==> config.mk <==
export PLATFORM = sky130hd
export DESIGN_NAME = pipeline_debug_ctrl
export DESIGN_NICKNAME = d
export VERILOG_FILES = /design/src/rtl/pipeline_debug_ctrl.sv
export SDC_FILE = /design/constraint.sdc
export NUM_CORES = 1
export LEC_CHECK = 0
export ABC_AREA = 1
export ABC_CLOCK_PERIOD_IN_PS = 4240
export BUFFER_PORTS_ARGS = -buffer_cell sky130_fd_sc_hd__buf_2
export CORE_AREA = 8 8 112 114
export CTS_CLUSTER_DIAMETER = 100
export DETAILED_ROUTE_END_ITERATION = 6
export DIE_AREA = 0 0 120 122
export PLACE_DENSITY = 0.72
export SYNTH_ARGS = -nofsm -noshare
export SYNTH_HDL_FRONTEND = slang
export SYNTH_SLANG_ARGS = --single-unit
export TNS_END_PERCENT = 50
==> constraint.sdc <==
create_clock -name clk -period 4.24 [get_ports clk]
set_input_delay 0.848 -clock clk [delete_from_list [all_inputs] [get_ports clk]]
set_output_delay 0.848 -clock clk [all_outputs]
set_load 0.01 [all_outputs]
==> src/rtl/pipeline_debug_ctrl.sv <==
// pipeline_debug_ctrl
// Host-side debug controller between the UART pair and the core. It decodes
// command bytes, owns the core's stall input (run / halt / single-step) and
// reads back register-file, data-memory, PC and cycle-counter state as
// 4-byte big-endian responses.
//
// Ports:
//   clk             sole clock, rising edge
//   rst             asynchronous active-low reset
//   i_rx_valid      one-cycle pulse: i_rx_data holds a received byte
//   i_rx_data       received byte
//   o_tx_valid      response byte presented (held until i_tx_ready)
//   o_tx_data       response byte
//   i_tx_ready      transmitter accepts the byte this cycle
//   o_stall         1 = pipeline frozen
//   o_running       free-run mode active
//   o_dbg_reg_addr  register-file debug read address
//   i_dbg_reg_data  register data, valid one cycle after the address
//   o_dbg_mem_addr  data-memory debug word address
//   i_dbg_mem_data  memory data, valid one cycle after the address
//   i_dbg_pc        current PC (combinational)
module pipeline_debug_ctrl #(
  parameter int unsigned MEM_ADDR_W = 10,
  parameter logic [7:0]  ACK_BYTE   = 8'hAC,
  parameter logic [7:0]  ERR_BYTE   = 8'hEE
) (
  input  logic                  clk,
  input  logic                  rst,
  input  logic                  i_rx_valid,
  input  logic [7:0]            i_rx_data,
  output logic                  o_tx_valid,
  output logic [7:0]            o_tx_data,
  input  logic                  i_tx_ready,
  output logic                  o_stall,
  output logic                  o_running,
  output logic [4:0]            o_dbg_reg_addr,
  input  logic [31:0]           i_dbg_reg_data,
  output logic [MEM_ADDR_W-1:0] o_dbg_mem_addr,
  input  logic [31:0]           i_dbg_mem_data,
  input  logic [31:0]           i_dbg_pc
);

  localparam logic [7:0] OP_RUN   = 8'h01;
  localparam logic [7:0] OP_HALT  = 8'h02;
  localparam logic [7:0] OP_STEP  = 8'h03;
  localparam logic [7:0] OP_RDREG = 8'h04;
  localparam logic [7:0] OP_RDMEM = 8'h05;
  localparam logic [7:0] OP_RDPC  = 8'h06;
  localparam logic [7:0] OP_RDCYC = 8'h07;

  typedef enum logic [2:0] {
    ST_IDLE    = 3'd0,
    ST_ARG1    = 3'd1,
    ST_ARG2    = 3'd2,
    ST_STEP    = 3'd3,
    ST_WAIT_RD = 3'd4,
    ST_LOAD    = 3'd5,
    ST_SEND    = 3'd6,
    ST_SEND1   = 3'd7
  } state_t;

  typedef enum logic [1:0] {
    SRC_REG = 2'd0,
    SRC_MEM = 2'd1,
    SRC_PC  = 2'd2,
    SRC_CYC = 2'd3
  } src_t;

  state_t                state_r, state_nxt_s;
  src_t                  src_r, src_nxt_s;
  logic                  running_r, running_nxt_s;
  logic                  stall_r, stall_nxt_s;
  logic [7:0]            arg_hi_r, arg_hi_nxt_s;
  logic [4:0]            reg_addr_r, reg_addr_nxt_s;
  logic [MEM_ADDR_W-1:0] mem_addr_r, mem_addr_nxt_s;
  logic [23:0]           shift_r, shift_nxt_s;
  logic [1:0]            byte_cnt_r, byte_cnt_nxt_s;
  logic                  tx_valid_r, tx_valid_nxt_s;
  logic [7:0]            tx_data_r, tx_data_nxt_s;
  logic [31:0]           cyc_r;
  logic [31:0]           load_word_s;

  // Select the 32-bit word captured in LOAD
  always_comb begin
    load_word_s = 32'h0000_0000;
    case (src_r)
      SRC_REG: load_word_s = i_dbg_reg_data;
      SRC_MEM: load_word_s = i_dbg_mem_data;
      SRC_PC:  load_word_s = i_dbg_pc;
      SRC_CYC: load_word_s = cyc_r;
      default: load_word_s = 32'h0000_0000;
    endcase
  end

  // Command decode, next state and next values of all registered outputs
  always_comb begin
    state_nxt_s    = state_r;
    src_nxt_s      = src_r;
    running_nxt_s  = running_r;
    arg_hi_nxt_s   = arg_hi_r;
    reg_addr_nxt_s = reg_addr_r;
    mem_addr_nxt_s = mem_addr_r;
    shift_nxt_s    = shift_r;
    byte_cnt_nxt_s = byte_cnt_r;
    tx_valid_nxt_s = tx_valid_r;
    tx_data_nxt_s  = tx_data_r;

    case (state_r)
      ST_IDLE: begin
        if (i_rx_valid) begin
          // While free-running only RUN/HALT are honoured; all else is refused
          // without consuming argument bytes.
          if (running_r && (i_rx_data != OP_RUN) && (i_rx_data != OP_HALT)) begin
            tx_valid_nxt_s = 1'b1;
            tx_data_nxt_s  = ERR_BYTE;
            state_nxt_s    = ST_SEND1;
          end else begin
            case (i_rx_data)
              OP_RUN: begin
                running_nxt_s  = 1'b1;
                tx_valid_nxt_s = 1'b1;
                tx_data_nxt_s  = ACK_BYTE;
                state_nxt_s    = ST_SEND1;
              end
              OP_HALT: begin
                running_nxt_s  = 1'b0;
                tx_valid_nxt_s = 1'b1;
                tx_data_nxt_s  = ACK_BYTE;
                state_nxt_s    = ST_SEND1;
              end
              OP_STEP:  state_nxt_s = ST_STEP;
              OP_RDREG: begin
                src_nxt_s   = SRC_REG;
                state_nxt_s = ST_ARG1;
              end
              OP_RDMEM: begin
                src_nxt_s   = SRC_MEM;
                state_nxt_s = ST_ARG1;
              end
              OP_RDPC: begin
                src_nxt_s   = SRC_PC;
                state_nxt_s = ST_LOAD;
              end
              OP_RDCYC: begin
                src_nxt_s   = SRC_CYC;
                state_nxt_s = ST_LOAD;
              end
              default: begin
                tx_valid_nxt_s = 1'b1;
                tx_data_nxt_s  = ERR_BYTE;
                state_nxt_s    = ST_SEND1;
              end
            endcase
          end
        end else begin
          state_nxt_s = ST_IDLE;
        end
      end
      ST_ARG1: begin
        if (i_rx_valid) begin
          if (src_r == SRC_REG) begin
            reg_addr_nxt_s = i_rx_data[4:0];
            state_nxt_s    = ST_WAIT_RD;
          end else begin
            arg_hi_nxt_s = i_rx_data;
            state_nxt_s  = ST_ARG2;
          end
        end else begin
          state_nxt_s = ST_ARG1;
        end
      end
      ST_ARG2: begin
        if (i_rx_valid) begin
          mem_addr_nxt_s = MEM_ADDR_W'({arg_hi_r, i_rx_data});
          state_nxt_s    = ST_WAIT_RD;
        end else begin
          state_nxt_s = ST_ARG2;
        end
      end
      ST_STEP: begin
        tx_valid_nxt_s = 1'b1;
        tx_data_nxt_s  = ACK_BYTE;
        state_nxt_s    = ST_SEND1;
      end
      ST_WAIT_RD: state_nxt_s = ST_LOAD;
      ST_LOAD: begin
        // First (most significant) byte goes straight to the output register.
        tx_valid_nxt_s = 1'b1;
        tx_data_nxt_s  = load_word_s[31:24];
        shift_nxt_s    = load_word_s[23:0];
        byte_cnt_nxt_s = 2'd0;
        state_nxt_s    = ST_SEND;
      end
      ST_SEND: begin
        if (i_tx_ready) begin
          if (byte_cnt_r == 2'd3) begin
            tx_valid_nxt_s = 1'b0;
            state_nxt_s    = ST_IDLE;
          end else begin
            tx_data_nxt_s  = shift_r[23:16];
            shift_nxt_s    = {shift_r[15:0], 8'h00};
            byte_cnt_nxt_s = byte_cnt_r + 2'd1;
          end
        end else begin
          state_nxt_s = ST_SEND;
        end
      end
      ST_SEND1: begin
        if (i_tx_ready) begin
          tx_valid_nxt_s = 1'b0;
          state_nxt_s    = ST_IDLE;
        end else begin
          state_nxt_s = ST_SEND1;
        end
      end
      default: begin
        tx_valid_nxt_s = 1'b0;
        state_nxt_s    = ST_IDLE;
      end
    endcase

    // Stall is registered from next values so it tracks ~(running | step).
    stall_nxt_s = ~(running_nxt_s | (state_nxt_s == ST_STEP));
  end

  // FSM state register
  always_ff @(posedge clk or negedge rst) begin
    if (!rst) begin
      state_r <= ST_IDLE;
    end else begin
      state_r <= state_nxt_s;
    end
  end

  // Datapath and output registers
  always_ff @(posedge clk or negedge rst) begin
    if (!rst) begin
      src_r      <= SRC_REG;
      running_r  <= 1'b0;
      stall_r    <= 1'b1;
      arg_hi_r   <= 8'h00;
      reg_addr_r <= 5'd0;
      mem_addr_r <= '0;
      shift_r    <= 24'h00_0000;
      byte_cnt_r <= 2'd0;
      tx_valid_r <= 1'b0;
      tx_data_r  <= 8'h00;
    end else begin
      src_r      <= src_nxt_s;
      running_r  <= running_nxt_s;
      stall_r    <= stall_nxt_s;
      arg_hi_r   <= arg_hi_nxt_s;
      reg_addr_r <= reg_addr_nxt_s;
      mem_addr_r <= mem_addr_nxt_s;
      shift_r    <= shift_nxt_s;
      byte_cnt_r <= byte_cnt_nxt_s;
      tx_valid_r <= tx_valid_nxt_s;
      tx_data_r  <= tx_data_nxt_s;
    end
  end

  // Free-running cycle counter: counts every released cycle, wraps naturally
  always_ff @(posedge clk or negedge rst) begin
    if (!rst) begin
      cyc_r <= 32'h0000_0000;
    end else if (!stall_r) begin
      cyc_r <= cyc_r + 32'd1;
    end else begin
      cyc_r <= cyc_r;
    end
  end

  assign o_tx_valid     = tx_valid_r;
  assign o_tx_data      = tx_data_r;
  assign o_stall        = stall_r;
  assign o_running      = running_r;
  assign o_dbg_reg_addr = reg_addr_r;
  assign o_dbg_mem_addr = mem_addr_r;

endmodule

==> impl_metrics.py, run 1 <==
metrics = {
    "outcome": {
        "status": "complete, no violations",
    },
    "grt": {
        "grt_pass1_wl_microns": 26200,
        "grt_overflow": 0,
        "grt_util_all_layers": 0.223,
        "antenna_found_initial": 0,
        "grt_max_degree": 79,
        "grt_pass1_vias": 5227,
    },
    "worst_setup_path": {
        "cp_max_fo": 31,
        "cp_data_arrival_time_ns": 2.59,
        "critical-path-top-delay-family": "simple AND/OR/NAND/NOR gates",
        "reg2reg_depth": 8,
        "crit_type": "flop to flop",
        "crit_path_max_incr_delay_ns": 0.92,
        "critPathSlowestCell": "nor2_2",
        "cp_data_required_time_ns": 4.55,
        "worst_setup_path_end_kind": "flop",
        "cp_cell_sequence": "inv_1, nor2_2, nand2_1, o21ai_0, a21oi_1, nand3_1, nand3_1, nand2_1",
        "cp.depth": 8,
        "worst_setup_path_start_kind": "flop",
        "crit_buf_inv": 1,
    },
    "die": {
        "io_pins": 134,
        "core_sq_um": 10700,
        "fp.dieArea_sq_um": 14600,
        "start_util": 0.496,
        "dieHeight_microns": 122,
        "die_width_microns": 120,
        "rows": 38,
    },
    "clock_network": {
        "clk_path_buf_depth": 2,
        "post-cts-setup-buffer-count": 0,
        "clkLatencyLatePin_ns": 0.37,
        "cts_num_sinks": 91,
        "hold_buffers": 0,
        "cts_resized": 0,
        "clkTransAtPathRegs_ns": 0.10,
        "cts.htree.levels": 3,
        "cts_buffers": 9,
        "cts_tree": "built",
        "root_buffer": "clkbuf_8",
    },
    "yosys": {
        "synth_seq_cells": 91,
        "synth_edf_count": 0,
        "syn_inst": 712,
        "synth_top_cell_area_share": 0.425,
        "ys.flop_type": "dfrtp_1",
        "syn_area_sq_um": 5300,
        "synth_area_leaders": "dfrtp_1, nand2_1, o21ai_0, inv_1, nand3_1",
        "synth_top_area_cell": "dfrtp_1",
        "ys_warn_count": 0,
        "async_flop_share": 1.00,
        "avgSynthCellArea_sq_um": 7.45,
        "syn_nets": 822,
        "ys_seq_area_frac": 0.430,
        "synth_cell_types": 41,
    },
    "power": {
        "power_density_nw_per_um2": 494,
        "cellLeakagePower_nw": 3.12,
        "ir_worst_vdd_mv": 0.236,
    },
    "sta": {
        "drv_slew": 0,
        "clock.fmax_ghz": 0.439,
        "slew_headroom": 0.192,
        "grt_setup_unrepaired": "no",
        "fin_crit_ns": 2.28,
        "worst_pin_slew_ns": 1.21,
        "setup_tns_ns": 0,
        "setup_viol": 0,
        "hold_viol": 0,
        "finClkSkew_ns": 0.0137,
        "fin_crit_sh": 0.537,
    },
    "placement": {
        "gp_congestion": 0.980,
        "port_buffers": 133,
        "dp_hpwl_microns": 12400,
    },
    "final_layout": {
        "area_growth_syn_to_layout_pct": 17.3,
        "n_fill_cell": 1064,
        "fin_nets": 944,
        "final_common_cell": "nand2_1",
        "final_cell_mix": "nand2_1, buf_2, dfrtp_1",
        "multi_input_area_sq_um": 2630,
        "antenna_cells": 0,
        "layout-drive-gt1-share": 0.224,
        "regArea_sq_um": 2280,
        "fin_util": 0.581,
    },
    "route": {
        "routed_wl_microns": 16100,
        "via_per_inst": 5.43,
        "first_pass_iters": 7,
        "wl_per_cell_microns": 16.4,
        "drc_errors": 0,
        "ant_nets": 0,
        "drt_iter0_markers": 448,
        "vias": 5319,
    },
    "hold_path": {
        "min_path_type": "flop to flop",
        "hold-path-cell-count": 2,
    },
    "flow_run": {
        "cap_violations": 0,
    },
}
==> through the flow <==
| step | setup WS [ns] | hold slack [ns] | std cells | total power [mW] | area, sq um |
|---|---|---|---|---|---|
| 6_report | 1.96 | 0.489 | 979 | 3.07 | 6220 |
| 5_1_grt | 1.85 | 0.511 | 979 | 3.33 | 6220 |
| 4_1_cts | 2.01 | 0.493 | 979 | 3.09 | 6220 |
| 3_5_place_dp | 2.02 | 0.468 | 963 | 2.52 | 6030 |
| 3_3_place_gp | 2.07 | 0.460 | 963 | 2.49 | 6030 |
| 2_1_floorplan | 2.38 | 0.444 | 712 | 2.18 | 5300 |
==> sequential cells by signal, summed over array words and instances (netlist names) <==
signal / count
arg_hi_r: 2
byte_cnt_r: 2
cyc_r: 32
o_dbg_mem_addr: 10
o_dbg_reg_addr: 5
o_running: 1
o_stall: 1
o_tx_data: 8
o_tx_valid: 1
shift_r: 24
src_r: 2
state_r: 3
==> path summary, 6_finish.rpt <==
kind / from / end / slack, ns
setup reg to reg: src_r[1]$_DFFE_PN0P_ / shift_r[10]$_DFFE_PN0P_ / 1.96
hold reg to reg: o_dbg_mem_addr[7]$_DFFE_PN0P_ / o_dbg_mem_addr[7]$_DFFE_PN0P_ / 0.49
setup / recovery: src_r[1]$_DFFE_PN0P_ / shift_r[10]$_DFFE_PN0P_ / 1.96
max in group asynchronous: rst / cyc_r[26]$_DFFE_PN0N_ / 2.82
hold / removal: o_dbg_mem_addr[7]$_DFFE_PN0P_ / o_dbg_mem_addr[7]$_DFFE_PN0P_ / 0.49
min in group asynchronous: rst / cyc_r[9]$_DFFE_PN0N_ / 0.64
==> cell families (layout without fill, tap and decap cells) <==
group	Yosys count	after routing	synth area share
fa+ha+maj	2	2	0.00472
buf+inv	93	220	0.0758
compound gates	122	122	0.135
simple gates	377	377	0.310
mux	2	2	0.00425
xor+xnor	25	25	0.0413
flops	91	91	0.430
==> area by class of cell <==
cell class              count  share of cell area
clock buffers              10              0.0221
clock inverters             6             0.00785
inverters                  68              0.0413
flip-flops and latches     91               0.367
well taps                 140              0.0282
multi-input cells         528               0.423
repair buffers            136               0.111
==> synth_stat cells, types with 2 or more instances <==
library cell / count
a211oi_1: 3
a21oi_1: 23
a221oi_1: 3
buf_2: 8
buf_4: 3
buf_6: 4
clkbuf_1: 10
dfrtp_1: 90
ha_1: 2
inv_1: 64
inv_2: 3
mux2_2: 2
nand2_1: 238
nand2_2: 5
nand2_4: 2
nand3_1: 39
nand3_2: 3
nand4_1: 12
nor2_1: 48
nor2_2: 8
nor2_4: 4
nor3_1: 11
nor3_2: 2
o2111ai_1: 10
o211ai_1: 9
o21ai_0: 52
o21ai_1: 15
o22ai_1: 3
xnor2_1: 3
xor2_1: 22
==> metal layers <==
layer  part of all wire  vias up  GRT usage
li1                   -     2566          -
met1               0.44     2474      0.292
met2               0.46      246      0.350
met3              0.077       33     0.0458
met4              0.030        0      0.102
met5                  0        -          0
==> worst reg2reg max path, cell delays in order, from the launching register on <==
cell     delay (ns)
dfrtp_1        0.45
inv_1          0.12
nor2_2         0.92
nand2_1        0.15
o21ai_0        0.23
a21oi_1        0.09
nand3_1        0.10
nand3_1        0.09
nand2_1        0.08
==> report_power, final <==
group	total (mW)	switching [mW]	internal [mW]
Clock	0.570	0.335	0.236
Sequential	1.30	0.167	1.13
Combinational	1.20	0.769	0.432
Total	3.07	1.27	1.80
(Power assumes the default switching activity.)
==> run 2, diff against run 1 <==
--- a/config.mk
+++ b/config.mk
@@ -6,7 +6,7 @@
 export NUM_CORES = 1
 export LEC_CHECK = 0
 export ABC_AREA = 1
-export ABC_CLOCK_PERIOD_IN_PS = 4240
+export ABC_CLOCK_PERIOD_IN_PS = 2100
 export BUFFER_PORTS_ARGS = -buffer_cell sky130_fd_sc_hd__buf_2
 export CORE_AREA = 8 8 112 114
 export CTS_CLUSTER_DIAMETER = 100
==> constraint.sdc (replaced) <==
create_clock -name clk -period 2.1 [get_ports clk]
set_input_delay 0.42 -clock clk [delete_from_list [all_inputs] [get_ports clk]]
set_output_delay 0.42 -clock clk [all_outputs]
set_load 0.01 [all_outputs]
==> run 2 against run 1 <==
  * Maximum frequency grew 24%
  * Utilization grew 1.1 points
  * Via count shrank 2.1%
  * Sequential share of layout area shrank 0.69 points
  * Sequential power grew 100%
  * First-iteration DRC count shrank 27%
  * Global-route usage shrank 0.36 points
  * Die area is the same
  * Largest cell class unchanged
==> impl_metrics.py, run 2 (synthesis results as in run 1) <==
metrics = {
    "outcome": {
        "status": "complete, no violations",
    },
    "power": {
        "swShare": 0.407,
        "ir_worst_vdd_mv": 0.467,
        "power.switching_mw": 2.58,
        "cellLeakagePower_nw": 3.18,
        "pwr-share-clk": 0.201,
        "comb_power_share": 0.384,
        "p_seq_frac": 0.415,
        "power_density_nw_per_um2": 1000,
        "power.internal_mw": 3.76,
    },
    "placement": {
        "gp_congestion": 0.984,
        "dp_hpwl_microns": 12300,
        "dp_cells": 973,
        "port_buffers": 133,
        "place_area_sq_um": 6130,
    },
    "final_layout": {
        "final_common_cell": "nand2_1",
        "stdcell_count": 989,
        "final_cell_mix": "nand2_1, buf_2, dfrtp_1",
        "fin_nets": 954,
        "top_register": "cyc_r",
        "n_fill_cell": 1018,
        "layout-drive-gt1-share": 0.233,
        "fin_util": 0.592,
        "antenna_cells": 0,
        "area_growth_syn_to_layout_pct": 19.5,
        "finalInstanceArea_sq_um": 6330,
        "largest_reg_flops": 32,
    },
    "clock_network": {
        "clkLatencyLatePin_ns": 0.37,
        "root_buffer": "clkbuf_8",
        "cts_resized": 0,
        "post-cts-setup-buffer-count": 0,
        "hold_buffers": 0,
        "cts_tree": "built",
        "clkTransAtPathRegs_ns": 0.10,
        "cts_buffers": 9,
        "clk_path_buf_depth": 2,
        "cts.htree.levels": 3,
        "cts_num_sinks": 91,
    },
    "die": {
        "rows": 38,
        "fp.dieArea_sq_um": 14600,
        "io_pins": 134,
        "start_util": 0.496,
        "die_width_microns": 120,
        "core_sq_um": 10700,
        "dieHeight_microns": 122,
    },
    "sta": {
        "setup_tns_ns": 0,
        "drv_slew": 0,
        "fin_crit_sh": 0.877,
        "grt_setup_unrepaired": "no",
        "fin_crit_ns": 1.84,
        "setup_viol": 0,
        "hold_viol": 0,
        "clock.fmax_ghz": 0.543,
        "finClkSkew_ns": 0.00918,
        "worst_pin_slew_ns": 0.558,
        "slew_headroom": 0.627,
    },
    "grt": {
        "antenna_found_initial": 0,
        "grt_max_degree": 40,
        "grt_util_all_layers": 0.219,
        "grt_overflow": 0,
        "grt_pass1_vias": 5231,
        "grt_pass1_wl_microns": 25900,
    },
    "worst_setup_path": {
        "crit_top_cell": "nor2_4",
        "cp_data_arrival_time_ns": 2.14,
        "critPathSlowestCell": "dfrtp_1",
        "cp_data_required_time_ns": 2.40,
        "crit_path_max_incr_delay_ns": 0.44,
        "cp_max_fo": 28,
        "worst_setup_path_end_kind": "flop",
        "cp_cell_sequence": "nor2_4, nand2_4, nor2_4, nor2_2, nor2_4, o21ai_0, o21ai_0",
        "crit_type": "flop to flop",
        "worst_setup_path_start_kind": "flop",
    },
    "route": {
        "via_per_inst": 5.27,
        "vias": 5208,
        "drc_errors": 0,
        "wl_per_cell_microns": 15.8,
        "routed_wl_microns": 15700,
        "ant_nets": 0,
        "drt_iter0_markers": 327,
        "first_pass_iters": 5,
    },
    "hold_path": {
        "min_path_type": "input pin to async pin",
    },
    "flow_run": {
        "cap_violations": 0,
    },
}
==> run 2: cell types whose count changed in the layout (fill, tap and decap cells not counted) <==
| cell | previous run | this run |
|---|---|---|
| buf_12 | 0 | 2 |
| inv_8 | 0 | 1 |
| buf_4 | 4 | 12 |
| clkinv_4 | 3 | 0 |
| bufinv_16 | 0 | 1 |
| clkbuf_8 | 10 | 9 |
| inv_6 | 2 | 4 |
==> run 2: worst paths after layout <==
| kind | startpoint | to | slack (ns) | cells past startpoint |
|---|---|---|---|---|
| max reg2reg | state_r[0]$_DFF_PN0_ | shift_r[11]$_DFFE_PN0P_ | 0.26 | 7 |
| max in group asynchronous | rst | o_stall$_DFF_PN1_ | 1.47 | 2 |
| min | rst | cyc_r[7]$_DFFE_PN0N_ | 0.003 | 1 |
| max | state_r[0]$_DFF_PN0_ | shift_r[11]$_DFFE_PN0P_ | 0.26 | 7 |
| min reg2reg | shift_r[7]$_DFFE_PN0P_ | shift_r[7]$_DFFE_PN0P_ | 0.49 | 2 |
| min in group clk | i_rx_data[7] | o_dbg_mem_addr[7]$_DFFE_PN0P_ | 0.31 | 3 |
==> run 2: through the flow <==
stage | power, mW | hold slack, ns | setup slack [ns]
2_1_floorplan | 4.41 | 0.124 | 0.658
4_1_cts | 6.37 | 0.0118 | 0.258
3_3_place_gp | 5.01 | 0.415 | 0.356
5_1_grt | 6.81 | 0.0262 | 0.0740
3_5_place_dp | 5.10 | 0.418 | 0.280
6_report | 6.33 | 0.00288 | 0.258
==> run 2: worst max-delay path: cells and delay by family (launching register included) <==
family / cells / cell delay, ns
compound gates: 2 / 0.32
flops: 1 / 0.44
simple gates: 5 / 1.01
==> run 2: routing by layer <==
layer / up-vias / global-route usage / part of all wire
met5: - / 0 / 0
met3: 34 / 0.0444 / 0.063
met1: 2384 / 0.294 / 0.46
li1: 2585 / - / -
met2: 205 / 0.340 / 0.45
met4: 0 / 0.0929 / 0.029
==> run 2: final cells by class <==
class,count,area (sq um),share of cell area
clock buffers,9,124,0.0196
clock inverters,7,81.3,0.0128
inverters,68,256,0.0405
multi-input cells,528,2630,0.415
flip-flops and latches,91,2280,0.360
well taps,140,175,0.0277
repair buffers,146,791,0.125
==> run 2: power by group through the flow <==
stage / sequential (mW) / combinational (mW) / clock [mW]
6_report: 2.63 / 2.43 / 1.27
5_1_grt: 2.69 / 2.76 / 1.36
4_1_cts: 2.63 / 2.45 / 1.30
3_5_place_dp: 2.66 / 2.44 / 0
3_3_place_gp: 2.65 / 2.36 / 0
2_1_floorplan: 2.68 / 1.73 / 0
==> run 3, diff against run 2 <==
==> constraint.sdc (replaced) <==
create_clock -name clk -period 2.1 [get_ports clk]
set_input_delay 0.21 -clock clk [delete_from_list [all_inputs] [get_ports clk]]
set_output_delay 0.21 -clock clk [all_outputs]
set_load 0.01 [all_outputs]
==> run 3 against run 2 <==
  * Sequential share of layout area about the same
  * Largest power group unchanged
  * Critical path type unchanged
  * Critical endpoint is now o_tx_data[0]$_DFFE_PN0P_
  * Clock-buffer cell count is the same
  * Setup slack lost 0.013 ns
  * First-iteration DRC count increased by 28%
  * Highest routed layer unchanged
==> impl_metrics.py, run 3 (synthesis results as in run 1) <==
metrics = {
    "outcome": {
        "status": "complete, no violations",
    },
    "sta": {
        "clock.fmax_ghz": 0.539,
        "whs_ns": 0.0984,
        "finClkSkew_ns": 0.00582,
        "grt_setup_unrepaired": "no",
        "fin_crit_sh": 0.883,
        "drv_slew": 0,
        "slew_headroom": 0.609,
        "setup_viol": 0,
        "hold_viol": 0,
        "fin_crit_ns": 1.85,
        "setup_tns_ns": 0,
        "worst_pin_slew_ns": 0.585,
    },
    "placement": {
        "dp_hpwl_microns": 12700,
        "gp_congestion": 0.966,
        "dp_cells": 974,
        "port_buffers": 133,
        "place_area_sq_um": 6120,
    },
    "worst_setup_path": {
        "critPathSlowestCell": "dfrtp_1",
        "cp_data_required_time_ns": 2.36,
        "worst_setup_path_end_kind": "flop",
        "cp.depth": 8,
        "cp_cell_sequence": "nor2_4, nand2_4, inv_2, nand3_1, nand3_2, nand3_2, nand2_1, o21ai_0",
        "r2r_slack_ns": 0.25,
        "cp_data_arrival_time_ns": 2.11,
        "crit_top_cell": "nand3_2",
        "reg2reg_from": "state_r[0]$_DFF_PN0_",
        "critical-path-top-delay-family": "simple AND/OR/NAND/NOR gates",
        "worst_setup_path_start_kind": "flop",
        "crit_buf_inv": 1,
        "reg2reg_depth": 8,
        "crit_type": "flop to flop",
        "cp_max_fo": 28,
        "crit_path_max_incr_delay_ns": 0.45,
        "r2r-end": "o_tx_data[0]$_DFFE_PN0P_",
    },
    "clock_network": {
        "post-cts-setup-buffer-count": 0,
        "hold_buffers": 1,
        "clkTransAtPathRegs_ns": 0.10,
        "cts_buffers": 9,
        "cts_tree": "built",
        "root_buffer": "clkbuf_8",
        "clk_path_buf_depth": 2,
        "clkLatencyLatePin_ns": 0.38,
        "cts.htree.levels": 3,
        "cts_resized": 0,
        "cts_num_sinks": 91,
    },
    "final_layout": {
        "stdcell_count": 991,
        "largest_reg_flops": 32,
        "regArea_sq_um": 2280,
        "n_fill_cell": 1033,
        "fin_nets": 956,
        "area_growth_syn_to_layout_pct": 19.5,
        "final_common_cell": "nand2_1",
        "finalInstanceArea_sq_um": 6330,
        "antenna_cells": 0,
        "final_cell_mix": "nand2_1, buf_2, dfrtp_1",
        "top_register": "cyc_r",
        "layout-drive-gt1-share": 0.234,
        "multi_input_area_sq_um": 2630,
    },
    "route": {
        "wl_per_cell_microns": 16.1,
        "top_layer_used": "met4",
        "vias": 5363,
        "drt_iter0_markers": 418,
        "via_per_inst": 5.41,
        "wl_met2_microns": 7350,
        "routed_wl_microns": 16000,
        "wl_met3_microns": 1400,
        "drc_errors": 0,
        "ant_nets": 0,
        "wirelength_met1_microns": 6930,
        "first_pass_iters": 5,
    },
    "die": {
        "dieHeight_microns": 122,
        "die_width_microns": 120,
        "start_util": 0.496,
        "fp.dieArea_sq_um": 14600,
        "io_pins": 134,
        "rows": 38,
        "core_sq_um": 10700,
    },
    "flow_run": {
        "cap_violations": 0,
    },
    "hold_path": {
        "min_from": "i_rx_data[7]",
        "min_path_type": "input pin to flop",
        "hold-path-cell-count": 3,
        "hold_path_end": "o_dbg_mem_addr[7]$_DFFE_PN0P_",
    },
    "power": {
        "swShare": 0.410,
        "power.switching_mw": 2.59,
        "p_seq_frac": 0.417,
        "power_density_nw_per_um2": 1000,
        "power.internal_mw": 3.74,
        "cellLeakagePower_nw": 3.17,
        "ir_worst_vdd_mv": 0.491,
        "pwr-share-clk": 0.196,
        "comb_power_share": 0.388,
    },
    "grt": {
        "grt_pass1_wl_microns": 25700,
        "grt_util_all_layers": 0.218,
        "grt_overflow": 0,
        "grt_pass1_vias": 5196,
        "grt_max_degree": 52,
        "antenna_found_initial": 0,
    },
}
-- run 3: worst register-to-register path, cell delays in order, from the launching register on --
cell	delay, ns
dfrtp_1	0.45
nor2_4	0.17
nand2_4	0.21
inv_2	0.23
nand3_1	0.13
nand3_2	0.09
nand3_2	0.24
nand2_1	0.13
o21ai_0	0.10
-- run 3: area by class of cell --
| type | count | share of cell area |
|---|---|---|
| multi-input cells | 528 | 0.415 |
| flip-flops and latches | 91 | 0.360 |
| repair buffers | 148 | 0.126 |
| inverters | 68 | 0.0405 |
| well taps | 140 | 0.0277 |
| clock buffers | 9 | 0.0196 |
| clock inverters | 7 | 0.0119 |
-- run 3: worst max-delay path by stage --
| stage | start | to |
|---|---|---|
| floorplan | cyc_r[0]$_DFFE_PN0N_ | cyc_r[12]$_DFFE_PN0N_ |
| global placement | state_r[0]$_DFF_PN0_ | o_tx_data[1]$_DFFE_PN0P_ |
| detailed placement | state_r[0]$_DFF_PN0_ | o_tx_data[0]$_DFFE_PN0P_ |
| CTS | state_r[0]$_DFF_PN0_ | o_tx_data[0]$_DFFE_PN0P_ |
| global route | state_r[0]$_DFF_PN0_ | o_tx_data[2]$_DFFE_PN0P_ |
| finish | state_r[0]$_DFF_PN0_ | o_tx_data[0]$_DFFE_PN0P_ |
-- run 3: power by group through the flow --
stage / Sequential (mW) / Combinational, mW / Clock (mW)
floorplan: 2.68 / 1.73 / 0
global placement: 2.65 / 2.35 / 0
detailed placement: 2.67 / 2.46 / 0
CTS: 2.63 / 2.47 / 1.25
global route: 2.69 / 2.78 / 1.34
finish: 2.64 / 2.45 / 1.24
-- run 3: routing by layer --
layer	GRT usage	vias to the layer above
li1	-	2581
met1	0.280	2515
met2	0.346	247
met3	0.0639	20
met4	0.0757	0
met5	0	-
-- run 3: metrics by stage --
stage / util / setup slack (ns) / power, mW
after global routing: 0.592 / 0.0262 / 6.81
after floorplan: - / 0.658 / 4.41
after global placement: 0.573 / 0.350 / 5.00
final: 0.592 / 0.245 / 6.33
after detailed placement: 0.573 / 0.267 / 5.13
after CTS: 0.592 / 0.246 / 6.36
